==> src/rtl/tridiag_det_feeder.sv <==
// Feeder and sequencer for the tridiagonal determinant unit.
// Collects 3N-2 coefficient words (b, then a, then c) into the flat buses,
// starts the determinant unit, collects its result and offers it downstream.
module tridiag_det_feeder #(
  parameter int unsigned N     = 16,
  parameter int unsigned WIDTH = 16
) (
  input  logic                     clk,
  input  logic                     rst,
  // coefficient input stream
  input  logic                     in_valid,
  output logic                     in_ready,
  input  logic [WIDTH-1:0]         in_data,
  input  logic                     flush,
  // result output stream
  output logic                     out_valid,
  input  logic                     out_ready,
  output logic [2*WIDTH-1:0]       out_det,
  output logic                     busy,
  // determinant unit interface
  output logic [WIDTH*(N-1)-1:0]   a_flat,
  output logic [WIDTH*N-1:0]       b_flat,
  output logic [WIDTH*(N-1)-1:0]   c_flat,
  output logic                     start,
  input  logic                     done,
  input  logic [2*WIDTH-1:0]       det,
  output logic                     ack
);

  localparam int unsigned CntW = $clog2(3 * N);
  localparam logic [CntW-1:0] LastIdx = CntW'(3 * N - 3);

  typedef enum logic [2:0] {
    StLoad,
    StStart,
    StWait,
    StAck,
    StDrain,
    StOut
  } state_e;

  state_e               r_state;
  logic [CntW-1:0]      r_cnt;
  logic [WIDTH-1:0]     r_b [N];
  logic [WIDTH-1:0]     r_a [N-1];
  logic [WIDTH-1:0]     r_c [N-1];
  logic [2*WIDTH-1:0]   r_det;
  logic                 r_start;
  logic                 r_ack;
  logic                 r_out_valid;

  logic                 w_load;
  logic                 w_accept;

  assign w_load   = (r_state == StLoad);
  // flush wins over a coincident word, which is dropped
  assign w_accept = w_load && in_valid && !flush;

  assign in_ready  = w_load;
  assign busy      = !w_load;
  assign start     = r_start;
  assign ack       = r_ack;
  assign out_valid = r_out_valid;
  assign out_det   = r_det;

  // Pack coefficient registers onto the flat buses, index 0 at the LSBs.
  for (genvar g = 0; g < N; g++) begin : g_pack_b
    assign b_flat[g*WIDTH +: WIDTH] = r_b[g];
  end
  for (genvar g = 0; g < N - 1; g++) begin : g_pack_ac
    assign a_flat[g*WIDTH +: WIDTH] = r_a[g];
    assign c_flat[g*WIDTH +: WIDTH] = r_c[g];
  end

  // Coefficient storage: word k goes to b[k], a[k-N] or c[k-2N+1].
  always_ff @(posedge clk) begin
    if (rst) begin
      for (int i = 0; i < N; i++) begin
        r_b[i] <= '0;
      end
      for (int i = 0; i < N - 1; i++) begin
        r_a[i] <= '0;
        r_c[i] <= '0;
      end
    end else if (w_accept) begin
      for (int i = 0; i < N; i++) begin
        if (r_cnt == CntW'(i)) begin
          r_b[i] <= in_data;
        end
      end
      for (int i = 0; i < N - 1; i++) begin
        if (r_cnt == CntW'(N + i)) begin
          r_a[i] <= in_data;
        end
        if (r_cnt == CntW'(2 * N - 1 + i)) begin
          r_c[i] <= in_data;
        end
      end
    end
  end

  // Sequencer FSM with registered start/ack/out_valid and captured result.
  always_ff @(posedge clk) begin
    if (rst) begin
      r_state     <= StLoad;
      r_cnt       <= '0;
      r_det       <= '0;
      r_start     <= 1'b0;
      r_ack       <= 1'b0;
      r_out_valid <= 1'b0;
    end else begin
      r_start <= 1'b0;
      r_ack   <= 1'b0;
      unique case (r_state)
        StLoad: begin
          if (flush) begin
            r_cnt <= '0;
          end else if (in_valid) begin
            if (r_cnt == LastIdx) begin
              r_cnt   <= '0;
              r_start <= 1'b1;
              r_state <= StStart;
            end else begin
              r_cnt <= r_cnt + 1'b1;
            end
          end
        end
        StStart: begin
          r_state <= StWait;
        end
        StWait: begin
          if (done) begin
            r_det   <= det;
            r_ack   <= 1'b1;
            r_state <= StAck;
          end
        end
        StAck: begin
          r_state <= StDrain;
        end
        StDrain: begin
          // done lingers one cycle past ack; wait it out so it is not reused
          if (!done) begin
            r_out_valid <= 1'b1;
            r_state     <= StOut;
          end
        end
        StOut: begin
          if (out_ready) begin
            r_out_valid <= 1'b0;
            r_state     <= StLoad;
          end
        end
        default: begin
          r_state <= StLoad;
        end
      endcase
    end
  end

endmodule

==> config.mk <==
export PLATFORM = sky130hd
export DESIGN_NAME = tridiag_det_feeder
export DESIGN_NICKNAME = d
export VERILOG_FILES = /design/src/rtl/tridiag_det_feeder.sv
export SDC_FILE = /design/constraint.sdc
export NUM_CORES = 1
export LEC_CHECK = 0
export ABC_AREA = 1
export BUFFER_PORTS_ARGS = -buffer_cell sky130_fd_sc_hd__buf_2
export CELL_PAD_IN_SITES_DETAIL_PLACEMENT = 2
export CELL_PAD_IN_SITES_GLOBAL_PLACEMENT = 2
export CORE_AREA = 2 2 326 328
export CTS_BUF_LIST = sky130_fd_sc_hd__clkbuf_4 sky130_fd_sc_hd__clkbuf_8 sky130_fd_sc_hd__clkbuf_16
export DETAILED_ROUTE_END_ITERATION = 10
export DIE_AREA = 0 0 328 330
export PLACE_DENSITY_LB_ADDON = 0.05
export SLEW_MARGIN = 0
export SYNTH_ARGS = -nofsm -noshare
export SYNTH_HDL_FRONTEND = slang
export SYNTH_SLANG_ARGS = --single-unit
export TNS_END_PERCENT = 100
==> constraint.sdc <==
create_clock -name clk -period 4 [get_ports clk]
set_input_delay 0 -clock clk [delete_from_list [all_inputs] [get_ports clk]]
set_output_delay 0 -clock clk [all_outputs]
set_load 0.05 [all_outputs]
==> results of run 1 <==
## worst paths after layout
kind,endpoint,cells after the start
worst max-delay path,r_a[1][4],5
worst min-delay path,r_a[0][36],4
worst max register to register,r_a[1][4],5
worst min register to register,out_det[8],2
## area by class of cell
type                       count  share of cell area, %
antenna                        1               0.006894
clock buffer                 116                  6.953
clock inverter                50                  1.289
inverter                      71                 0.7445
multi-input combinational    736                  9.655
sequential                   780                  63.31
tap                         1391                  4.795
timing repair buffer         901                  13.24
## stage by stage
stage / std cells / cell area, sq um
5_1_grt: 4045 / 36300
3_3_place_gp: 3840 / 32910
6_report: 4046 / 36300
3_5_place_dp: 3840 / 32910
4_1_cts: 4045 / 36300
2_1_floorplan: 1688 / 27150
## layer usage
metal / wire, um / GRT usage [%]
met1: 45600 / 24.71
met5: 34 / 0
met3: 9898 / 7.699
met4: 3766 / 6.980
met2: 61400 / 38.25
## synth_stat cells, drive strengths merged
library cell | number | share of area, %
edfxtp | 736 | 81
nor2 | 505 | 7.9
nand2 | 105 | 1.7
inv | 70 | 0.97
clkbuf | 62 | 0.86
o21ai | 46 | 0.85
dfxtp | 44 | 3.2
a21oi | 41 | 0.76
buf | 39 | 1.1
nand3 | 27 | 0.78
ha | 4 | 0.18
o31ai | 3 | 0.083
nand3b | 2 | 0.055
clkinv | 1 | 0.018
nand4 | 1 | 0.023
nor3 | 1 | 0.060
nor4 | 1 | 0.023
## timing repair
action                                 in CTS  in global routing
hold buffers                               39                  0
gates resized for setup                     0                  0
endpoints found under the hold margin      52                  0
## state kept, by name, summed over array words and instances, names as in the netlist
| signal | count |
|---|---|
| r_b | 256 |
| ack | 1 |
| out_det | 32 |
| out_valid | 1 |
| r_cnt | 6 |
| r_c | 240 |
| r_state | 3 |
| start | 1 |
| r_a | 240 |
## kinds of logic (layout without fill, tap and decap cells)
kind of cell | Yosys count | in the layout | synth area share, %
compound gates | 90 | 90 | 1.686
buf+inv | 172 | 1138 | 2.921
other cells | 0 | 1 | 0
fa+ha+maj | 4 | 4 | 0.1843
simple gates | 642 | 642 | 10.57
flops | 780 | 780 | 84.64
## where the power goes
group	total (mW)	switching [mW]	internal, mW
Combinational	3.53	3.00	0.533
Clock	8.39	3.42	4.97
Sequential	9.70	0.220	9.48
Total	21.6	6.64	15.0
## critical path, stage by stage (launching register included)
cell     delay (ns)
dfxtp_1        0.38
nor2_4         0.22
nand3_4        0.40
nor2_8         0.49
nand3_2        0.43
nand2_1        0.72
==> metrics.txt, run 1 <==
# TYPE chip_impl_metric gauge
chip_impl_info{name="run_status",value="completed"} 1
chip_impl_info{name="tritoncts",value="built"} 1
chip_impl_metric{name="final.period_utilization",unit="%"} 76.39
chip_impl_info{name="layout_commonest_cell",value="buf_2"} 1
chip_impl_info{name="layout_common_cells",value="buf_2, edfxtp_1, nor2_1"} 1
chip_impl_metric{name="post_detailed_route_wirelength_per_cell",unit="um"} 29.83
chip_impl_metric{name="synth_warnings",unit=""} 0
chip_impl_metric{name="critical_path_peak_fanout",unit=""} 17
chip_impl_metric{name="sequential_cell_area",unit="sq um"} 22980
chip_impl_metric{name="final_critical_path_setup_slack",unit="ns"} 0.9442
chip_impl_metric{name="cts_htree_levels",unit=""} 3
chip_impl_metric{name="clock-sinks",unit=""} 780
chip_impl_metric{name="die-height",unit="um"} 330
chip_impl_info{name="sort_of_element_at_the_start_of_the_critical_path",value="flip-flop"} 1
chip_impl_metric{name="irDropWorstVdd",unit="mV"} 0.2848
chip_impl_metric{name="filler_cells",unit=""} 10843
chip_impl_metric{name="drt_first_iter_violations",unit=""} 1232
chip_impl_metric{name="initial_core_utilization",unit="%"} 25.94
chip_impl_metric{name="drt_pre_antenna_iters",unit=""} 4
chip_impl_metric{name="multi_input_comb_area",unit="sq um"} 3505
chip_impl_metric{name="grt_pass1_wl",unit="mm"} 161.5
chip_impl_metric{name="antenna_left",unit=""} 0
chip_impl_metric{name="grt_max_degree",unit=""} 66
chip_impl_metric{name="synth_cell_type_count",unit=""} 28
chip_impl_metric{name="synthesis.instances",unit=""} 1688
chip_impl_info{name="cts-root-buf",value="clkbuf_16"} 1
chip_impl_metric{name="sequential_cell_area_fraction_in_the_yosys_report",unit="%"} 84.64
chip_impl_metric{name="critical_path_required",unit="ns"} 4.28
chip_impl_metric{name="worst_skew_pair.late_latency",unit="ns"} 0.67
chip_impl_metric{name="min_period",unit="ns"} 3.056
chip_impl_metric{name="cts_buffers",unit=""} 91
chip_impl_metric{name="dp_hpwl",unit="mm"} 85.38
chip_impl_info{name="reg2reg_from",value="r_state[2]"} 1
chip_impl_metric{name="syn-mean-instance-area",unit="sq um"} 16.09
chip_impl_metric{name="layout-drive-gt1-share",unit="%"} 42.99
chip_impl_metric{name="postLayoutCoreUtil",unit="%"} 34.68
chip_impl_metric{name="report.final.slew_viol_count",unit=""} 0
chip_impl_metric{name="global_route.usage.total",unit="%"} 21.79
chip_impl_metric{name="ys_ff_latch",unit=""} 780
chip_impl_metric{name="fin_total_pwr",unit="mW"} 21.62
chip_impl_metric{name="total_leakage_power",unit="nW"} 14.28
chip_impl_metric{name="whs",unit="ns"} 0.01696
chip_impl_metric{name="std_cell_rows",unit=""} 119
chip_impl_metric{name="die-width",unit="um"} 328
chip_impl_metric{name="max-slew-margin-rel",unit="%"} 21.72
chip_impl_info{name="worstSetupEndpointType",value="flip-flop"} 1
chip_impl_metric{name="setup.reg_to_reg.worst_slack",unit="ns"} 0.94
chip_impl_metric{name="worst_pin_slew",unit="ns"} 1.173
chip_impl_metric{name="number_of_hold_violations_in_the_final_report",unit=""} 0
chip_impl_metric{name="routed_via_density",unit=""} 4.370
chip_impl_info{name="worst_hold_startpoint",value="in_data[4]"} 1
chip_impl_info{name="unrepaired_setup_endpoints_after_global_routing",value="no"} 1
chip_impl_metric{name="globalRouteOverflowTotal",unit=""} 0
chip_impl_metric{name="design.core.area",unit="sq um"} 104700
chip_impl_metric{name="pin_count",unit=""} 827
chip_impl_info{name="timing_worst_setup_path_type",value="flip-flop to flip-flop"} 1
chip_impl_metric{name="dpl_worst_slack",unit="ns"} 0.8913
chip_impl_metric{name="finalWirelength",unit="mm"} 120.7
chip_impl_metric{name="worstPathArrival",unit="ns"} 3.34
chip_impl_metric{name="setup-tns-final",unit="ns"} 0
chip_impl_metric{name="drv.max_cap_violation_count",unit=""} 0
chip_impl_metric{name="fp.dieArea",unit="sq um"} 108200
chip_impl_metric{name="netlist_area",unit="sq um"} 27150
chip_impl_metric{name="max_clock_freq",unit="MHz"} 327.3
chip_impl_metric{name="timing.final.setup_violations",unit=""} 0
chip_impl_metric{name="number_of_antenna_violations_at_the_first_check_in_global_routing",unit=""} 8
chip_impl_metric{name="post_cts.repair.setup_buffers",unit=""} 0
chip_impl_metric{name="drt_drc_violations_left",unit=""} 0
chip_impl_metric{name="worst_clock_skew",unit="ns"} 0.02440
chip_impl_metric{name="grt_pass1_vias",unit=""} 18957
chip_impl_metric{name="port-buffer-count",unit=""} 826
chip_impl_metric{name="clk_pin_slew",unit="ns"} 0.06
chip_impl_metric{name="layout-area-overhead-vs-synth",unit="%"} 33.68
chip_impl_info{name="worstSetupStartpoint",value="r_state[2]"} 1
chip_impl_metric{name="gp_routability_congestion",unit=""} 0.7860
chip_impl_info{name="timing.hold.worst.class",value="input pin to flip-flop"} 1
chip_impl_metric{name="vias_post_dr",unit=""} 17679
chip_impl_metric{name="powerDensity",unit="nW/um^2"} 595.7
chip_impl_metric{name="synth.net_count",unit=""} 1746
chip_impl_metric{name="ctsLongestPathBuffers",unit=""} 3
chip_impl_metric{name="final_nets",unit=""} 2639
(Power assumes the default switching activity.)
==> inputs of run 2 (changes only) <==
Clock period 4 ns to 2.9 ns, I/O delays scaled along.
==> metrics.txt, run 2 (synthesis results as in run 1) <==
# TYPE chip_impl_metric gauge
chip_impl_metric{name="worst_clock_skew",unit="ns"} 0.01860
chip_impl_metric{name="max_clock_freq",unit="MHz"} 394.6
chip_impl_metric{name="max_stage_delay",unit="ns"} 0.60
chip_impl_metric{name="share_of_power_burned_in_combinational_logic",unit="%"} 16.8
chip_impl_metric{name="cts_resized",unit=""} 0
chip_impl_metric{name="worstPathArrival",unit="ns"} 2.82
chip_impl_metric{name="pin_count",unit=""} 827
chip_impl_metric{name="drt_drc_violations_left",unit=""} 0
chip_impl_metric{name="port-buffer-count",unit=""} 826
chip_impl_metric{name="drt_pre_antenna_iters",unit=""} 5
chip_impl_metric{name="std_cell_rows",unit=""} 119
chip_impl_metric{name="irDropWorstVdd",unit="mV"} 0.3776
chip_impl_metric{name="number_of_antenna_violations_at_the_first_check_in_global_routing",unit=""} 8
chip_impl_info{name="worst_path_most_repeated_cell",value="nor2_4"} 1
chip_impl_metric{name="vias_post_dr",unit=""} 17937
chip_impl_metric{name="ctsLongestPathBuffers",unit=""} 3
chip_impl_metric{name="powerDensity",unit="nW/um^2"} 800.4
chip_impl_metric{name="min_period",unit="ns"} 2.534
chip_impl_info{name="run_status",value="completed"} 1
chip_impl_metric{name="final_nets",unit=""} 2720
chip_impl_metric{name="drv.max_cap_violation_count",unit=""} 0
chip_impl_metric{name="power_switching_share",unit="%"} 31.13
chip_impl_metric{name="layout-drive-gt1-share",unit="%"} 44.34
chip_impl_metric{name="multi_input_comb_area",unit="sq um"} 3505
chip_impl_metric{name="routed_via_density",unit=""} 4.347
chip_impl_info{name="crit_slowest_cell",value="nand2_1"} 1
chip_impl_metric{name="total_leakage_power",unit="nW"} 14.64
chip_impl_info{name="tritoncts",value="built"} 1
chip_impl_metric{name="final.period_utilization",unit="%"} 87.38
chip_impl_metric{name="clk_pin_slew",unit="ns"} 0.06
chip_impl_metric{name="antenna_left",unit=""} 0
chip_impl_metric{name="number_of_hold_violations_in_the_final_report",unit=""} 0
chip_impl_metric{name="instances_no_fill",unit=""} 4126
chip_impl_info{name="max_flop_register",value="r_b"} 1
chip_impl_metric{name="critical_path_required",unit="ns"} 3.18
chip_impl_info{name="worst_r2r_endpoint",value="r_b[0][93]"} 1
chip_impl_metric{name="sequential_cell_area",unit="sq um"} 22980
chip_impl_metric{name="post-place-cells",unit=""} 3915
chip_impl_info{name="sort_of_element_at_the_start_of_the_critical_path",value="flip-flop"} 1
chip_impl_metric{name="netSwitchingPower",unit="mW"} 9.205
chip_impl_metric{name="fp.dieArea",unit="sq um"} 108200
chip_impl_metric{name="largest_register_ffs",unit=""} 256
chip_impl_metric{name="register_share_of_total_power",unit="%"} 45.2
chip_impl_metric{name="setup-tns-final",unit="ns"} 0
chip_impl_info{name="layout_common_cells",value="buf_2, edfxtp_1, nor2_1"} 1
chip_impl_metric{name="gp_routability_congestion",unit=""} 0.7793
chip_impl_metric{name="global_route.usage.total",unit="%"} 21.80
chip_impl_metric{name="worst_skew_pair.late_latency",unit="ns"} 0.66
chip_impl_metric{name="drt_first_iter_violations",unit=""} 1091
chip_impl_metric{name="die-height",unit="um"} 330
chip_impl_metric{name="finalWirelength",unit="mm"} 120.0
chip_impl_metric{name="grt_pass1_wl",unit="mm"} 163.0
chip_impl_metric{name="cts_buffers",unit=""} 91
chip_impl_metric{name="setup.reg_to_reg.worst_slack",unit="ns"} 0.37
chip_impl_metric{name="post_detailed_route_wirelength_per_cell",unit="um"} 29.09
chip_impl_info{name="top_regs",value="r_b (256), r_a (240), r_c (240)"} 1
chip_impl_metric{name="cts_htree_levels",unit=""} 3
chip_impl_info{name="reg2reg_from",value="r_state[2]"} 1
chip_impl_info{name="cp_cell_sequence",value="nor2_4, nand3_4, nor2_4, nand2_2, nand2_1"} 1
chip_impl_info{name="timing_worst_setup_path_type",value="flip-flop to flip-flop"} 1
chip_impl_metric{name="worst_pin_slew",unit="ns"} 0.9329
chip_impl_metric{name="layout-area-overhead-vs-synth",unit="%"} 36.06
chip_impl_metric{name="internal_power",unit="mW"} 20.37
chip_impl_info{name="unrepaired_setup_endpoints_after_global_routing",value="no"} 1
chip_impl_metric{name="clock-sinks",unit=""} 780
chip_impl_info{name="worstSetupStartpoint",value="r_state[2]"} 1
chip_impl_info{name="timing.hold.worst.class",value="input pin to flip-flop"} 1
chip_impl_metric{name="critical_path_peak_fanout",unit=""} 17
chip_impl_metric{name="die-width",unit="um"} 328
chip_impl_metric{name="max-slew-margin-rel",unit="%"} 37.74
chip_impl_metric{name="reg2reg_depth",unit=""} 5
chip_impl_metric{name="report.final.slew_viol_count",unit=""} 0
chip_impl_info{name="worstSetupEndpointType",value="flip-flop"} 1
chip_impl_metric{name="p_clk_share",unit="%"} 38.1
chip_impl_info{name="worstSetupEndpoint",value="r_b[0][93]"} 1
chip_impl_metric{name="globalRouteOverflowTotal",unit=""} 0
chip_impl_info{name="cts-root-buf",value="clkbuf_16"} 1
chip_impl_metric{name="design.core.area",unit="sq um"} 104700
chip_impl_metric{name="initial_core_utilization",unit="%"} 25.94
chip_impl_metric{name="filler_cells",unit=""} 10803
chip_impl_metric{name="grt_pass1_vias",unit=""} 19330
chip_impl_metric{name="grt_max_degree",unit=""} 42
chip_impl_metric{name="timing.final.setup_violations",unit=""} 0
chip_impl_metric{name="dp_hpwl",unit="mm"} 85.21
chip_impl_info{name="layout_commonest_cell",value="buf_2"} 1
[run 2: cell type report]
class | instances | share of cell area [%]
Antenna cell | 4 | 0.02709
Timing Repair Buffer | 982 | 14.97
Clock buffer | 114 | 6.780
Inverter | 71 | 0.7315
Multi-Input combinational cell | 736 | 9.486
Tap cell | 1391 | 4.711
Clock inverter | 48 | 1.087
Sequential cell | 780 | 62.21
[run 2: worst max-delay path, delay by kind of cell, from the launching register on]
family	cells	cell delay, ns
AND/OR/NAND/NOR	5	1.76
flip-flops	1	0.39
[run 2: repair_timing]
action	in CTS	in global routing
setup buffers	0	0
hold buffers	45	0
hold endpoints to repair	99	0
[run 2: how the worst min path moves through the flow]
stage | start | end | slack (ns) | depth (start not counted)
2_1_floorplan | det[14] | out_det[14] | 0.19 | 2
3_3_place_gp | det[31] | out_det[31] | 0.28 | 3
3_5_place_dp | det[4] | out_det[4] | 0.29 | 3
4_1_cts | in_data[3] | r_a[1][19] | 0.03 | 3
5_1_grt | in_valid | r_cnt[1] | 0.07 | 5
6_report | in_data[3] | r_c[0][3] | 0.05 | 3
[run 2: power groups by stage]
stage / Clock [mW] / Combinational (mW) / Sequential, mW
finish: 11.3 / 4.96 / 13.4
global route: 12.0 / 5.19 / 13.4
CTS: 11.6 / 5.06 / 13.4
detailed placement: 0 / 4.99 / 13.6
global placement: 0 / 4.96 / 13.6
floorplan: 0 / 0.801 / 16.0
[run 2: stage by stage]
step | setup slack (ns) | hold WS (ns) | total power [mW] | instance area (sq um) | util (%)
after detailed placement | 0.3230 | 0.2910 | 18.59 | 33580 | 32.08
final | 0.3660 | 0.05395 | 29.57 | 36940 | 35.30
after global routing | 0.1775 | 0.06929 | 30.59 | 36940 | 35.29
after floorplan | 0.2177 | 0.1913 | 16.84 | 27150 | -
after CTS | 0.3197 | 0.02934 | 30.02 | 36930 | 35.29
after global placement | 0.4306 | 0.2762 | 18.54 | 33580 | 32.08
[run 2: layer usage]
layer / share of wire [%] / vias up / track usage, % / wire [um]
li1: - / 7834 / - / -
met1: 39 / 9320 / 25.34 / 46270
met2: 51 / 639 / 38.17 / 61100
met3: 7.5 / 142 / 6.678 / 9053
met4: 3.0 / 2 / 7.250 / 3586
met5: 0.011 / - / 0 / 13
